## src/rtl/control_smoother_if.sv

```systemverilog
// Frame-ready strobe, raw control words and smoothed engine controls for control_smoother.
`timescale 1ns/1ps
interface control_smoother_if #(
  parameter int DIV_BIT = 11
);
  logic               i_Data_Received;
  logic [15:0]        i_Data0;
  logic [15:0]        i_Data1;
  logic [15:0]        i_Data2;
  logic [15:0]        i_Data3;
  logic [15:0]        i_Data4;
  logic [15:0]        i_Data5;
  logic [15:0]        o_Frequency;
  logic [DIV_BIT-1:0] o_Harmonic_Scale_0;
  logic [DIV_BIT-1:0] o_Scale_Initial_0;
  logic [DIV_BIT-1:0] o_Harmonic_Scale_1;
  logic [DIV_BIT-1:0] o_Scale_Initial_1;
  logic [15:0]        o_Freq_Scale;
  logic               o_Update;
  logic               o_Busy;

  modport master (
    output i_Data_Received, i_Data0, i_Data1, i_Data2, i_Data3, i_Data4, i_Data5,
    input  o_Frequency, o_Harmonic_Scale_0, o_Scale_Initial_0, o_Harmonic_Scale_1,
           o_Scale_Initial_1, o_Freq_Scale, o_Update, o_Busy
  );

  modport slave (
    input  i_Data_Received, i_Data0, i_Data1, i_Data2, i_Data3, i_Data4, i_Data5,
    output o_Frequency, o_Harmonic_Scale_0, o_Scale_Initial_0, o_Harmonic_Scale_1,
           o_Scale_Initial_1, o_Freq_Scale, o_Update, o_Busy
  );
endinterface

```

## src/rtl/control_smoother.sv

```systemverilog
// Snapshots six ADC control words per frame, low-pass filters them one channel per
// clock through a shared datapath, then commits all six smoothed values in one cycle.
`timescale 1ns/1ps
module control_smoother #(
  parameter int DIV_BIT = 11,
  parameter int SHIFT   = 2
) (
  input  logic              i_Clock,
  input  logic              i_Reset_n,
  control_smoother_if.slave bus
);
  localparam int AW = 16 + SHIFT;

  typedef enum logic [1:0] {IDLE, FILTER, COMMIT} state_t;

  state_t          state;
  logic            r_Prev;
  logic            pending;
  logic            primed;
  logic [2:0]      chan;
  logic [15:0]     cap [6];
  logic [AW-1:0]   acc [6];

  logic            edge_seen;
  logic [AW-1:0]   acc_sel;
  logic [AW-1:0]   in_sel;
  logic [AW-1:0]   acc_next;

  // Intermediate sum may wrap in AW bits; the true result always fits, so modulo arithmetic is exact.
  always_comb begin
    edge_seen = bus.i_Data_Received & ~r_Prev;
    acc_sel   = acc[chan];
    in_sel    = AW'(cap[chan]);
    acc_next  = primed ? (acc_sel + in_sel - (acc_sel >> SHIFT)) : (in_sel << SHIFT);
  end

  always_ff @(posedge i_Clock or negedge i_Reset_n) begin
    if (!i_Reset_n) begin
      state                  <= IDLE;
      r_Prev                 <= 1'b0;
      pending                <= 1'b0;
      primed                 <= 1'b0;
      chan                   <= '0;
      for (int unsigned i = 0; i < 6; i++) begin
        cap[i] <= '0;
        acc[i] <= '0;
      end
      bus.o_Frequency        <= 16'd90;
      bus.o_Harmonic_Scale_0 <= '0;
      bus.o_Scale_Initial_0  <= '0;
      bus.o_Harmonic_Scale_1 <= '0;
      bus.o_Scale_Initial_1  <= '0;
      bus.o_Freq_Scale       <= '0;
      bus.o_Update           <= 1'b0;
      bus.o_Busy             <= 1'b0;
    end else begin
      r_Prev       <= bus.i_Data_Received;
      bus.o_Update <= 1'b0;
      case (state)
        IDLE: begin
          if (edge_seen || pending) begin
            cap[0]     <= bus.i_Data0;
            cap[1]     <= 16'(bus.i_Data1[DIV_BIT-1:0]);
            cap[2]     <= 16'(bus.i_Data2[DIV_BIT-1:0]);
            cap[3]     <= 16'(bus.i_Data3[DIV_BIT-1:0]);
            cap[4]     <= 16'(bus.i_Data4[DIV_BIT-1:0]);
            cap[5]     <= bus.i_Data5;
            pending    <= 1'b0;
            chan       <= '0;
            bus.o_Busy <= 1'b1;
            state      <= FILTER;
          end
        end
        FILTER: begin
          acc[chan] <= acc_next;
          if (edge_seen) pending <= 1'b1;
          if (chan == 3'd5) state <= COMMIT;
          else              chan  <= chan + 3'd1;
        end
        COMMIT: begin
          bus.o_Frequency        <= 16'(acc[0] >> SHIFT);
          bus.o_Harmonic_Scale_0 <= DIV_BIT'(acc[1] >> SHIFT);
          bus.o_Scale_Initial_0  <= DIV_BIT'(acc[2] >> SHIFT);
          bus.o_Harmonic_Scale_1 <= DIV_BIT'(acc[3] >> SHIFT);
          bus.o_Scale_Initial_1  <= DIV_BIT'(acc[4] >> SHIFT);
          bus.o_Freq_Scale       <= 16'(acc[5] >> SHIFT);
          bus.o_Update           <= 1'b1;
          bus.o_Busy             <= 1'b0;
          primed                 <= 1'b1;
          if (edge_seen) pending <= 1'b1;
          state                  <= IDLE;
        end
        default: state <= IDLE;
      endcase
    end
  end
endmodule

```

## src/flat_wrapper.sv

```systemverilog
// flat-port wrapper written by rule: the top's interface ports become plain ports
module control_smoother_flat 
#(
  parameter int DIV_BIT = 11,
  parameter int SHIFT   = 2
)
  (i_Clock, i_Reset_n, bus_i_Data_Received, bus_i_Data0, bus_i_Data1, bus_i_Data2, bus_i_Data3, bus_i_Data4, bus_i_Data5, bus_o_Frequency, bus_o_Harmonic_Scale_0, bus_o_Scale_Initial_0, bus_o_Harmonic_Scale_1, bus_o_Scale_Initial_1, bus_o_Freq_Scale, bus_o_Update, bus_o_Busy);
  control_smoother_if #(.DIV_BIT(DIV_BIT)) bus_i ();
  input  logic i_Clock;
  input  logic i_Reset_n;
  input wire logic [$bits(bus_i.i_Data_Received)-1:0] bus_i_Data_Received;
  input wire logic [$bits(bus_i.i_Data0)-1:0] bus_i_Data0;
  input wire logic [$bits(bus_i.i_Data1)-1:0] bus_i_Data1;
  input wire logic [$bits(bus_i.i_Data2)-1:0] bus_i_Data2;
  input wire logic [$bits(bus_i.i_Data3)-1:0] bus_i_Data3;
  input wire logic [$bits(bus_i.i_Data4)-1:0] bus_i_Data4;
  input wire logic [$bits(bus_i.i_Data5)-1:0] bus_i_Data5;
  output wire logic [$bits(bus_i.o_Frequency)-1:0] bus_o_Frequency;
  output wire logic [$bits(bus_i.o_Harmonic_Scale_0)-1:0] bus_o_Harmonic_Scale_0;
  output wire logic [$bits(bus_i.o_Scale_Initial_0)-1:0] bus_o_Scale_Initial_0;
  output wire logic [$bits(bus_i.o_Harmonic_Scale_1)-1:0] bus_o_Harmonic_Scale_1;
  output wire logic [$bits(bus_i.o_Scale_Initial_1)-1:0] bus_o_Scale_Initial_1;
  output wire logic [$bits(bus_i.o_Freq_Scale)-1:0] bus_o_Freq_Scale;
  output wire logic [$bits(bus_i.o_Update)-1:0] bus_o_Update;
  output wire logic [$bits(bus_i.o_Busy)-1:0] bus_o_Busy;
  assign bus_i.i_Data_Received = bus_i_Data_Received;
  assign bus_i.i_Data0 = bus_i_Data0;
  assign bus_i.i_Data1 = bus_i_Data1;
  assign bus_i.i_Data2 = bus_i_Data2;
  assign bus_i.i_Data3 = bus_i_Data3;
  assign bus_i.i_Data4 = bus_i_Data4;
  assign bus_i.i_Data5 = bus_i_Data5;
  assign bus_o_Frequency = bus_i.o_Frequency;
  assign bus_o_Harmonic_Scale_0 = bus_i.o_Harmonic_Scale_0;
  assign bus_o_Scale_Initial_0 = bus_i.o_Scale_Initial_0;
  assign bus_o_Harmonic_Scale_1 = bus_i.o_Harmonic_Scale_1;
  assign bus_o_Scale_Initial_1 = bus_i.o_Scale_Initial_1;
  assign bus_o_Freq_Scale = bus_i.o_Freq_Scale;
  assign bus_o_Update = bus_i.o_Update;
  assign bus_o_Busy = bus_i.o_Busy;
  control_smoother #(.DIV_BIT(DIV_BIT), .SHIFT(SHIFT)) u_core (.i_Clock(i_Clock), .i_Reset_n(i_Reset_n), .bus(bus_i));
endmodule
```

## config.mk

```make
export PLATFORM = sky130hd
export DESIGN_NAME = control_smoother_flat
export DESIGN_NICKNAME = d
export VERILOG_FILES = /design/src/rtl/control_smoother_if.sv /design/src/rtl/control_smoother.sv /design/src/flat_wrapper.sv
export SDC_FILE = /design/constraint.sdc
export NUM_CORES = 1
export LEC_CHECK = 0
export CORE_MARGIN = 5
export CORE_UTILIZATION = 45
export DETAILED_ROUTE_END_ITERATION = 12
export GPL_TIMING_DRIVEN = 1
export PLACE_DENSITY = 0.66
export SYNTH_ARGS = -nofsm -noshare
export SYNTH_HDL_FRONTEND = slang
export SYNTH_SLANG_ARGS = --single-unit
```

## constraint.sdc

```tcl
create_clock -name i_Clock -period 5.4 [get_ports i_Clock]
set_input_delay 0.81 -clock i_Clock [delete_from_list [all_inputs] [get_ports i_Clock]]
set_output_delay 0.81 -clock i_Clock [all_outputs]
set_load 0.005 [all_outputs]
```

### Word level (Yosys, flattened, before mapping)

Index checks and enable logic that the tools add are counted.

| storage, ports and cells | value |
|---|---|
| bits in registers | 270 |
| input port bits | 99 |
| word-level logic and storage cells | 74 |

| operators by class | value |
|---|---|
| add/subtract/negate cells | 3 |
| magnitude comparators | 2 |
| equality and inequality tests | 7 |
| muxes and demuxes | 22 |
| bitwise logic cells | 3 |
| reduce and logical (&&, ||, !) cells | 12 |

Operators by type and width:

| kind | number |
|---|---|
| $bwmux 108 | 1 |
| $mux 18 | 4 |
| $bmux 18 s3 | 1 |
| $demux 18 s3 | 1 |
| $bmux 16 s3 | 1 |
| $mux 16 | 2 |
| $add 18x16->18 | 1 |
| $sub 18x16->18 | 1 |
| $mux 3 | 2 |
| $ne 2x1->1 const B | 3 |
| $pmux 3 s2 | 1 |
| $reduce_and 2->1 | 3 |
| $reduce_and 3->1 | 2 |
| $reduce_bool 2->1 | 3 |
| $ge 4x4->1 const B | 1 |
| $lt 4x1->1 const B | 1 |
| $mux 1 | 4 |
| $mux 2 | 2 |
| $not 3->4 | 1 |
| $pmux 1 s2 | 2 |
| $pmux 2 s2 | 1 |
| $add 3x1->3 const B | 1 |
| $eq 3x3->1 const B | 1 |
| $eq 2x1->1 const B | 1 |
| 8 further kinds | 8 |

### Longest topological paths before layout

Gate-level depths: netlist of run 1.

| logic depth | value |
|---|---|
| depth in word-level cells | 8 |
| mapped depth | 20 |

### Least setup slack after synthesis of run 1

No wires, ideal clock.

| path | value |
|---|---|
| path type | reg-to-reg |
| start | register u_core.chan[2] |
| end | register u_core.acc[100] (netlist name) |
| library setup time | 0.074 ns |
| data arrival time | 4.348 ns |
| required time | 5.326 ns |
| slack | 0.977 ns |
| cell stages (with the launch flop) | 19 |
| path buffers | 4 |
| clock period less this slack | 4.423 ns |
| cells stage by stage | dfrtp_1 -> buf_2 -> buf_2 -> buf_2 -> buf_2 -> mux2i_1 -> o21ai_0 -> o21ai_0 -> inv_1 -> fa_1 -> inv_1 -> fa_1 -> a211oi_1 -> o21bai_1 -> a31oi_2 -> nor2b_1 -> mux2_4 -> a211o_4 -> o21ai_2 |

| on the way | value |
|---|---|
| longest elaborated chain between the ends | 8 |
| elaborated cells between the ends (all ways) | 16 |

RTL lines:

| what | RTL line | source |
|---|---|---|
| start: declaration | control_smoother.sv:20 | `logic [2:0] chan;` |
| start signal: assignment | control_smoother.sv:78 | `else chan <= chan + 3'd1;` |
| $not 3->4 (implied by the code) * | control_smoother.sv:32, control_smoother.sv:33, control_smoother.sv:75 |  |
| $bmux 18 s3 or $bmux 16 s3 (tied branches) | control_smoother.sv:32, control_smoother.sv:33 |  |
| $mux 18 (implied by the code) or $mux 16 (tied branches) (2 in series) | control_smoother.sv:32, control_smoother.sv:33 |  |
| $add 18x16->18 | control_smoother.sv:34 | `acc_next = primed ? (acc_sel + in_sel - (acc_sel >> SHIFT)) : (in_sel << SHIFT);` |
| $sub 18x16->18 | control_smoother.sv:34 |  |
| $mux 18 | control_smoother.sv:34 |  |
| $bwmux 108 * | control_smoother.sv:75 | `acc[chan] <= acc_next;` |
| end signal: indexed assignment | control_smoother.sv:75 |  |
| end: declaration | control_smoother.sv:22 | `logic [AW-1:0] acc [6];` |

Every way passes the cells marked *; elsewhere a longest branch is shown, timed or not. The select of a mux whose other input is x is not followed.
A chain may end at the register's enable or synchronous reset.

### Worst setup path in the final report of run 1

| path | value |
|---|---|
| start | register u_core.chan[2] |
| end | register u_core.acc[86] (netlist name) |

Same word-level chain as after synthesis.

==> metrics.yaml, run 1 <==
clock_network:
  path_clk_slew_ns: 0.06
  cts.sinks: 270
  htree_levels: 1
  cts_tree: "built"
  cts_hold_buf: 0
  cts.repair.resized: 0
  clock_path_buffers: 3
  clkLatencyLatePin_ns: 0.54
  postCtsSetupRepairBufs: 0
  cts_buffers: 29
  root_buffer: "clkbuf_16"
synthesis:
  syn-num-nets: 1341
  yosysSeqAreaShare_pct: 51.82
  synth_xor_area_share_pct: 0.7383
  synthTopCellsByArea: "dfrtp_1 (51%), mux2_2 (14%), o21ai_0 (5.7%)"
  synth_top_area_cell: "dfrtp_1"
  ys_ff_latch: 270
  synthMuxAreaShare_pct: 18.29
  yosys.area_share.simple_pct: 8.591
  async_flop_share_pct: 100.0
  synth_area_sq_mm: 0.01305
  syn_area_per_cell_sq_um: 10.85
  synth_top_family_by_area: "multiplexers"
  synth_flop_cell: "dfrtp_1"
  synth-edff-count: 0
  synth_compound_area_share_pct: 11.99
  syn_inst: 1203
  yosysWarnings: 0
  synth_common_cells: "dfrtp_1 (266), nand2_1 (174), mux2_2 (157)"
  yosysMostFrequentCell: "dfrtp_1"
  synth_top_area_share_pct: 51.01
  yosys.area_share.adder_pct: 4.660
  synth_cell_types: 56
route:
  vias_per_cell: 5.276
  drt.antenna.violating_nets: 0
  wirelength_um: 31130
  initialDrtViolationCount: 632
  dr_total_vias: 9227
  drc: 0
  firstDrtPassIters: 5
  wl_per_cell_um: 17.80
cells_and_area:
  num-nets-final: 1481
  final_area_sq_mm: 0.01601
  multi_input_area_sq_mm: 0.005803
  finish.utilization_pct: 55.79
  antennaDiodeCount: 0
  seqCellArea_sq_mm: 0.006768
  area_delta_synth_final_pct: 22.73
  nFillCells: 2481
  drive_gt1_share_pct: 18.90
  final_cell_count_no_fill: 1749
hold_path:
  hold_class: "primary input to async pin"
worst_setup_path:
  cp_common_cell: "o21ai_0"
  cp.arrival_ns: 5.11
  cp.required_ns: 5.76
  path_cells: "buf_4 > mux2i_1 > o21ai_0 > o21ai_0 > fa_1 > inv_1 > ha_1 > a211oi_1 > o21bai_1 > a31oi_2 > o2111ai_1 > mux2_2 > a21oi_1 > o21ai_0"
  critPathBufInv: 2
  cp-start-kind: "flip-flop"
  critPathMaxStageDelay_ns: 0.61
  cp_slowest_cell: "dfrtp_4"
  r2r-start: "u_core.chan[2]$_DFFE_PN0P_"
  cp_max_fo: 24
  rrSetupSlack_ns: 0.65
  crit_path_end_kind: "flip-flop"
  reg2reg_depth: 14
  worstSetupPathType: "flip-flop to flip-flop"
  r2r_end: "u_core.acc[86]$_DFFE_PN0P_"
  crit_family: "compound AO/OA/AOI/OAI gates"
grt:
  gr-usage-met3_pct: 2.483
  grt_usage_pct: 18.89
  use_met1_pct: 27.07
  grt_use_met2_pct: 30.12
  grt_pass1_vias: 9213
  antenna_found_initial: 0
  grt_max_degree: 151
  overflow: 0
  grt_pass1_wl_um: 50540
  grt.busiest_layer: "met2"
timing:
  fin_crit_sh_pct: 88.03
  finalSetupViolCount: 0
  skew_ns: 0.01725
  hold_viol_final: 0
  setup-tns-final_ns: 0
  max_slew_margin_pct: 18.06
  min_period_ns: 4.754
  worst_slew_pin_slew_ns: 1.226
  rsz0062_at_grt: "no"
  timing.fmax_mhz: 210.4
  report.final.slew_viol_count: 0
placed_design:
  placed_cells: 1696
  numPortBuffers: 156
  hpwlAfterDp_um: 22100
  gp_congestion: 0.8867
  postPlaceCellArea_sq_mm: 0.01504
die:
  std_cell_rows: 62
  core_sq_mm: 0.02870
  start_util_pct: 45.46
  die_h_um: 180.3
  die_area_sq_mm: 0.03250
  ios: 177
  die_w_um: 180.3
job:
  cap_violations: 0
run_status:
  status: "finished clean"
[final cells by class]
cell class	instances	share of cell area, %
timing repair buffer	179	11.02
inverter	60	1.406
clock buffer	41	5.313
multi-input combinational	803	36.24
clock inverter	12	0.7657
tap	384	3.000
sequential	270	42.26
[cell families (layout without fill, tap and decap cells)]
family          Yosys count  after routing
flops                   270            270
compound gates          268            268
simple gates            268            268
mux                     217            217
buf+inv                 130            292
fa+ha+maj                39             39
xor+xnor                 11             11
[per-layer routing]
layer	vias up	wire length [um]
met3	50	1322
met5	-	0
met4	0	1014
met1	4485	14460
met2	231	14330
li1	4461	-
[registers in the layout, summed over array words and instances, names as in the netlist]
| register | cells |
|---|---|
| u_core.bus.o_Freq_Scale | 16 |
| u_core.cap | 76 |
| u_core.bus.o_Harmonic_Scale_0 | 11 |
| u_core.primed | 1 |
| u_core.r_Prev | 1 |
| u_core.bus.o_Busy | 1 |
| u_core.acc | 108 |
| u_core.chan | 3 |
| u_core.bus.o_Scale_Initial_0 | 11 |
| u_core.bus.o_Scale_Initial_1 | 11 |
| u_core.bus.o_Frequency | 16 |
| u_core.state | 2 |
| u_core.bus.o_Harmonic_Scale_1 | 11 |
| u_core.bus.o_Update | 1 |
| u_core.pending | 1 |
[cell usage in the layout (no fill, tap or decap), types with 3 or more instances in the layout]
| cell type | n |
|---|---|
| dfrtp_1 | 263 |
| nand2_1 | 174 |
| mux2_2 | 157 |
| clkdlybuf4s50_1 | 155 |
| o21ai_0 | 149 |
| inv_1 | 60 |
| mux2i_1 | 58 |
| nor2_1 | 45 |
| a21oi_1 | 41 |
| clkbuf_16 | 29 |
| o211ai_1 | 27 |
| ha_1 | 22 |
| buf_4 | 21 |
| fa_1 | 16 |
| nand3_1 | 15 |
| xnor2_1 | 8 |
| clkbuf_8 | 8 |
| a31oi_1 | 7 |
| o21ai_2 | 6 |
| clkinv_2 | 6 |
| nand2b_1 | 5 |
| o22ai_1 | 5 |
| a21o_1 | 5 |
| o21a_1 | 5 |
| nor2b_1 | 5 |
| nor3_1 | 5 |
| or2_2 | 4 |
| clkbuf_1 | 4 |
| dfstp_2 | 4 |
| and2_1 | 3 |
| xor2_1 | 3 |
[worst max path at each step]
stage,start,endpoint,slack [ns],cells after the start
after floorplan,u_core.chan[2]$_DFFE_PN0P_,u_core.acc[100]$_DFFE_PN0P_,0.98,18
after detailed placement,u_core.chan[2]$_DFFE_PN0P_,u_core.acc[104]$_DFFE_PN0P_,0.67,14
after CTS,u_core.chan[2]$_DFFE_PN0P_,u_core.acc[104]$_DFFE_PN0P_,0.64,14
after global placement,u_core.chan[2]$_DFFE_PN0P_,u_core.acc[86]$_DFFE_PN0P_,0.74,16
final,u_core.chan[2]$_DFFE_PN0P_,u_core.acc[86]$_DFFE_PN0P_,0.65,14
after global routing,u_core.chan[2]$_DFFE_PN0P_,u_core.acc[104]$_DFFE_PN0P_,0.36,15
[worst register-to-register path: stages, from the launching register on]
cell and delay [ns]:
dfrtp_4 0.61, buf_4 0.39, mux2i_1 0.26, o21ai_0 0.13, o21ai_0 0.57, fa_1 0.53, inv_1 0.07, ha_1 0.28
a211oi_1 0.39, o21bai_1 0.19, a31oi_2 0.23, o2111ai_1 0.19, mux2_2 0.31, a21oi_1 0.29, o21ai_0 0.14
[metrics by stage]
stage	hold slack (ns)	worst slack [ns]
2_1_floorplan	0.4444	0.9773
3_3_place_gp	0.4608	0.7442
3_5_place_dp	0.4700	0.6674
4_1_cts	0.2438	0.6429
5_1_grt	0.2767	0.3613
6_report	0.2250	0.6464
Power of run 1 is not shown: default switching activity piles up to over one toggle a cycle in this logic, so the estimate is an artifact.
==> run 2, diff against run 1 <==
- clock period: 5.4 -> 4.9 ns (I/O delays scaled with it)
==> run 2 against run 1 <==
Fmax up 2.3%. Via count up 0.23%. Count of clock-buffer cells in the layout up 2. Largest cell class unchanged. Critical path depth up 3. Register-to-register slack worse by 0.39 ns. Critical endpoint is now u_core.acc[32]$_DFFE_PN0P_. Cell count up 0.40%. Worst hold slack better by 0.049 ns. First-iteration DRC count down 3.6%. Sequential share of layout area down 0.092 points. Die area unchanged. Global-route usage about the same.
==> metrics.yaml, run 2 (synthesis results as in run 1) <==
cells_and_area:
  multi_input_area_sq_mm: 0.005808  # about the same
  final_area_sq_mm: 0.01605  # +0.22%
  mostFrequentLayoutCells: "dfrtp_1 (263), nand2_1 (174), mux2_2 (157), clkdlybuf4s50_1 (155), o21ai_0 (149)"
  area_delta_synth_final_pct: 22.99
  antennaDiodeCount: 0  # unchanged
  nFillCells: 2503  # +0.89%
  largest_reg_flops: 108  # unchanged
  largest_registers: "u_core.acc (108), u_core.cap (76)"
  seqCellArea_sq_mm: 0.006768  # unchanged
  regMostFlops: "u_core.acc"
  final_common_cell: "dfrtp_1"
  drive_gt1_share_pct: 19.10  # +0.20 points
  num-nets-final: 1492  # +0.74%
grt:
  grt_pass1_wl_um: 50840  # +0.60%
  overflow: 0  # unchanged
  grt_max_degree: 121  # -20%
  grt_pass1_vias: 9323  # +1.2%
  grt_usage_pct: 18.94  # +0.048 points
  antenna_found_initial: 0  # unchanged
worst_setup_path:
  rrSetupSlack_ns: 0.25  # -0.39 ns
  crit_path_end_kind: "flip-flop"
  critPathMaxStageDelay_ns: 0.58  # -0.03 ns
  r2r-start: "u_core.chan[2]$_DFFE_PN0P_"
  reg2reg_depth: 17  # +3
  cp.required_ns: 5.27  # -0.49 ns
  path_cells: "nor2b_4 > buf_4 > buf_4 > nand2_1 > o211ai_1 > o21ai_0 > inv_1 > fa_1 > inv_1 > ha_1 > a21o_1 > a221o_1 > a31oi_2 > o2111ai_1 > mux2_2 > a21oi_1 > o21ai_0"
  cp_max_fo: 11  # -54%
  cp_slowest_cell: "dfrtp_4"
  worstSetupPathType: "flip-flop to flip-flop"
  r2r_end: "u_core.acc[32]$_DFFE_PN0P_"
  cp-start-kind: "flip-flop"
  cp.arrival_ns: 5.01  # -0.10 ns
die:
  die_area_sq_mm: 0.03250  # unchanged
  std_cell_rows: 62  # unchanged
  die_w_um: 180.3  # unchanged
  ios: 177  # unchanged
  core_sq_mm: 0.02870  # unchanged
  die_h_um: 180.3  # unchanged
  start_util_pct: 45.46  # unchanged
timing:
  max_slew_margin_pct: 29.43  # +11 points
  timing.fmax_mhz: 215.3  # +2.3%
  skew_ns: 0.009342  # -0.007905 ns
  min_period_ns: 4.645  # -0.1083 ns
  setup-tns-final_ns: 0  # unchanged
  hold_viol_final: 0  # unchanged
  report.final.slew_viol_count: 0  # unchanged
  rsz0062_at_grt: "no"
  worst_slew_pin_slew_ns: 1.056  # -0.1697 ns
  fin_crit_sh_pct: 94.80  # +6.8 points
  finalSetupViolCount: 0  # unchanged
placed_design:
  gp_congestion: 0.8655  # -2.4%
  postPlaceCellArea_sq_mm: 0.01511  # +0.45%
  hpwlAfterDp_um: 22170  # +0.33%
  numPortBuffers: 156  # unchanged
route:
  wirelength_um: 31220  # +0.30%
  m1WireLength_um: 14590  # +0.92%
  firstDrtPassIters: 5  # unchanged
  drc: 0  # unchanged
  initialDrtViolationCount: 609  # -3.6%
  wl_per_cell_um: 17.78  # -0.10%
  maxUsedRoutingLayer: "met4"
  vias_per_cell: 5.267  # -0.17%
  drt.antenna.violating_nets: 0  # unchanged
  route.met3.wl_um: 1259  # -4.8%
  dr_total_vias: 9248  # +0.23%
  dr_wl_met2_um: 14680  # +2.4%
clock_network:
  cts_tree: "built"
  root_buffer: "clkbuf_16"
  cts_buffers: 29  # unchanged
  cts.sinks: 270  # unchanged
  clock_path_buffers: 3  # unchanged
  htree_levels: 1  # unchanged
  cts_hold_buf: 0  # unchanged
  path_clk_slew_ns: 0.06  # about the same
  clkLatencyLatePin_ns: 0.53  # about the same
hold_path:
  hold_class: "primary input to async pin"
job:
  cap_violations: 0  # unchanged
run_status:
  status: "finished clean"
[run 2: area by class of cell]
cell class | instances | share of cell area, %
well taps | 384 | 2.994
inverters | 60 | 1.403
repair buffers | 190 | 11.51
flip-flops and latches | 270 | 42.17
clock inverters | 6 | 0.5145
multi-input cells | 803 | 36.19
clock buffers | 43 | 5.223
[run 2: stage by stage]
stage | std cells | setup WS (ns) | hold WS (ns) | util [%]
finish | 1756 | 0.2547 | 0.2743 | 55.92
CTS | 1754 | 0.1973 | 0.3121 | 55.85
detailed placement | 1705 | 0.2117 | 0.4694 | 52.64
global placement | 1705 | 0.2801 | 0.4606 | 52.64
floorplan | 1203 | 0.4773 | 0.4394 | -
global route | 1756 | 0.04196 | 0.3478 | 55.92
[run 2: what timing repair did]
action                                  CTS  global route
endpoints found under the setup margin    0            10
gates resized for setup                   0             1
buffers inserted                          0             2
[run 2: worst max-delay path, delay by kind of cell (launching register included)]
kind / cells / cell delay (ns)
and+or+nand+nor: 2 / 0.41
muxes: 1 / 0.31
DFF: 1 / 0.58
adders and majority gates: 2 / 0.70
AOI/OAI and AO/OA: 8 / 1.80
buffers and inverters: 4 / 0.68
[run 2: per-layer routing]
metal / up-vias / track usage (%)
met2: 207 / 31.09
met3: 38 / 2.442
met5: - / 0
met4: 0 / 4.386
met1: 4515 / 27.09
li1: 4488 / -
[run 2: worst max-delay path by stage]
stage | start | end | slack, ns
3_3_place_gp | u_core.chan[2]$_DFFE_PN0P_ | u_core.acc[28]$_DFFE_PN0P_ | 0.28
5_1_grt | u_core.chan[2]$_DFFE_PN0P_ | u_core.acc[32]$_DFFE_PN0P_ | 0.04
3_5_place_dp | u_core.chan[2]$_DFFE_PN0P_ | u_core.acc[32]$_DFFE_PN0P_ | 0.21
2_1_floorplan | u_core.chan[2]$_DFFE_PN0P_ | u_core.acc[100]$_DFFE_PN0P_ | 0.48
6_report | u_core.chan[2]$_DFFE_PN0P_ | u_core.acc[32]$_DFFE_PN0P_ | 0.25
4_1_cts | u_core.chan[2]$_DFFE_PN0P_ | u_core.acc[32]$_DFFE_PN0P_ | 0.20
Power of run 2 is left out for the same reason.
==> run 3, diff against run 2 <==
- CTS_CLUSTER_SIZE: not set -> 20
==> results of run 3 <==
Same layout as run 2: the final DEF is identical, and so are final timing and power.
Power of run 3 is left out for the same reason.
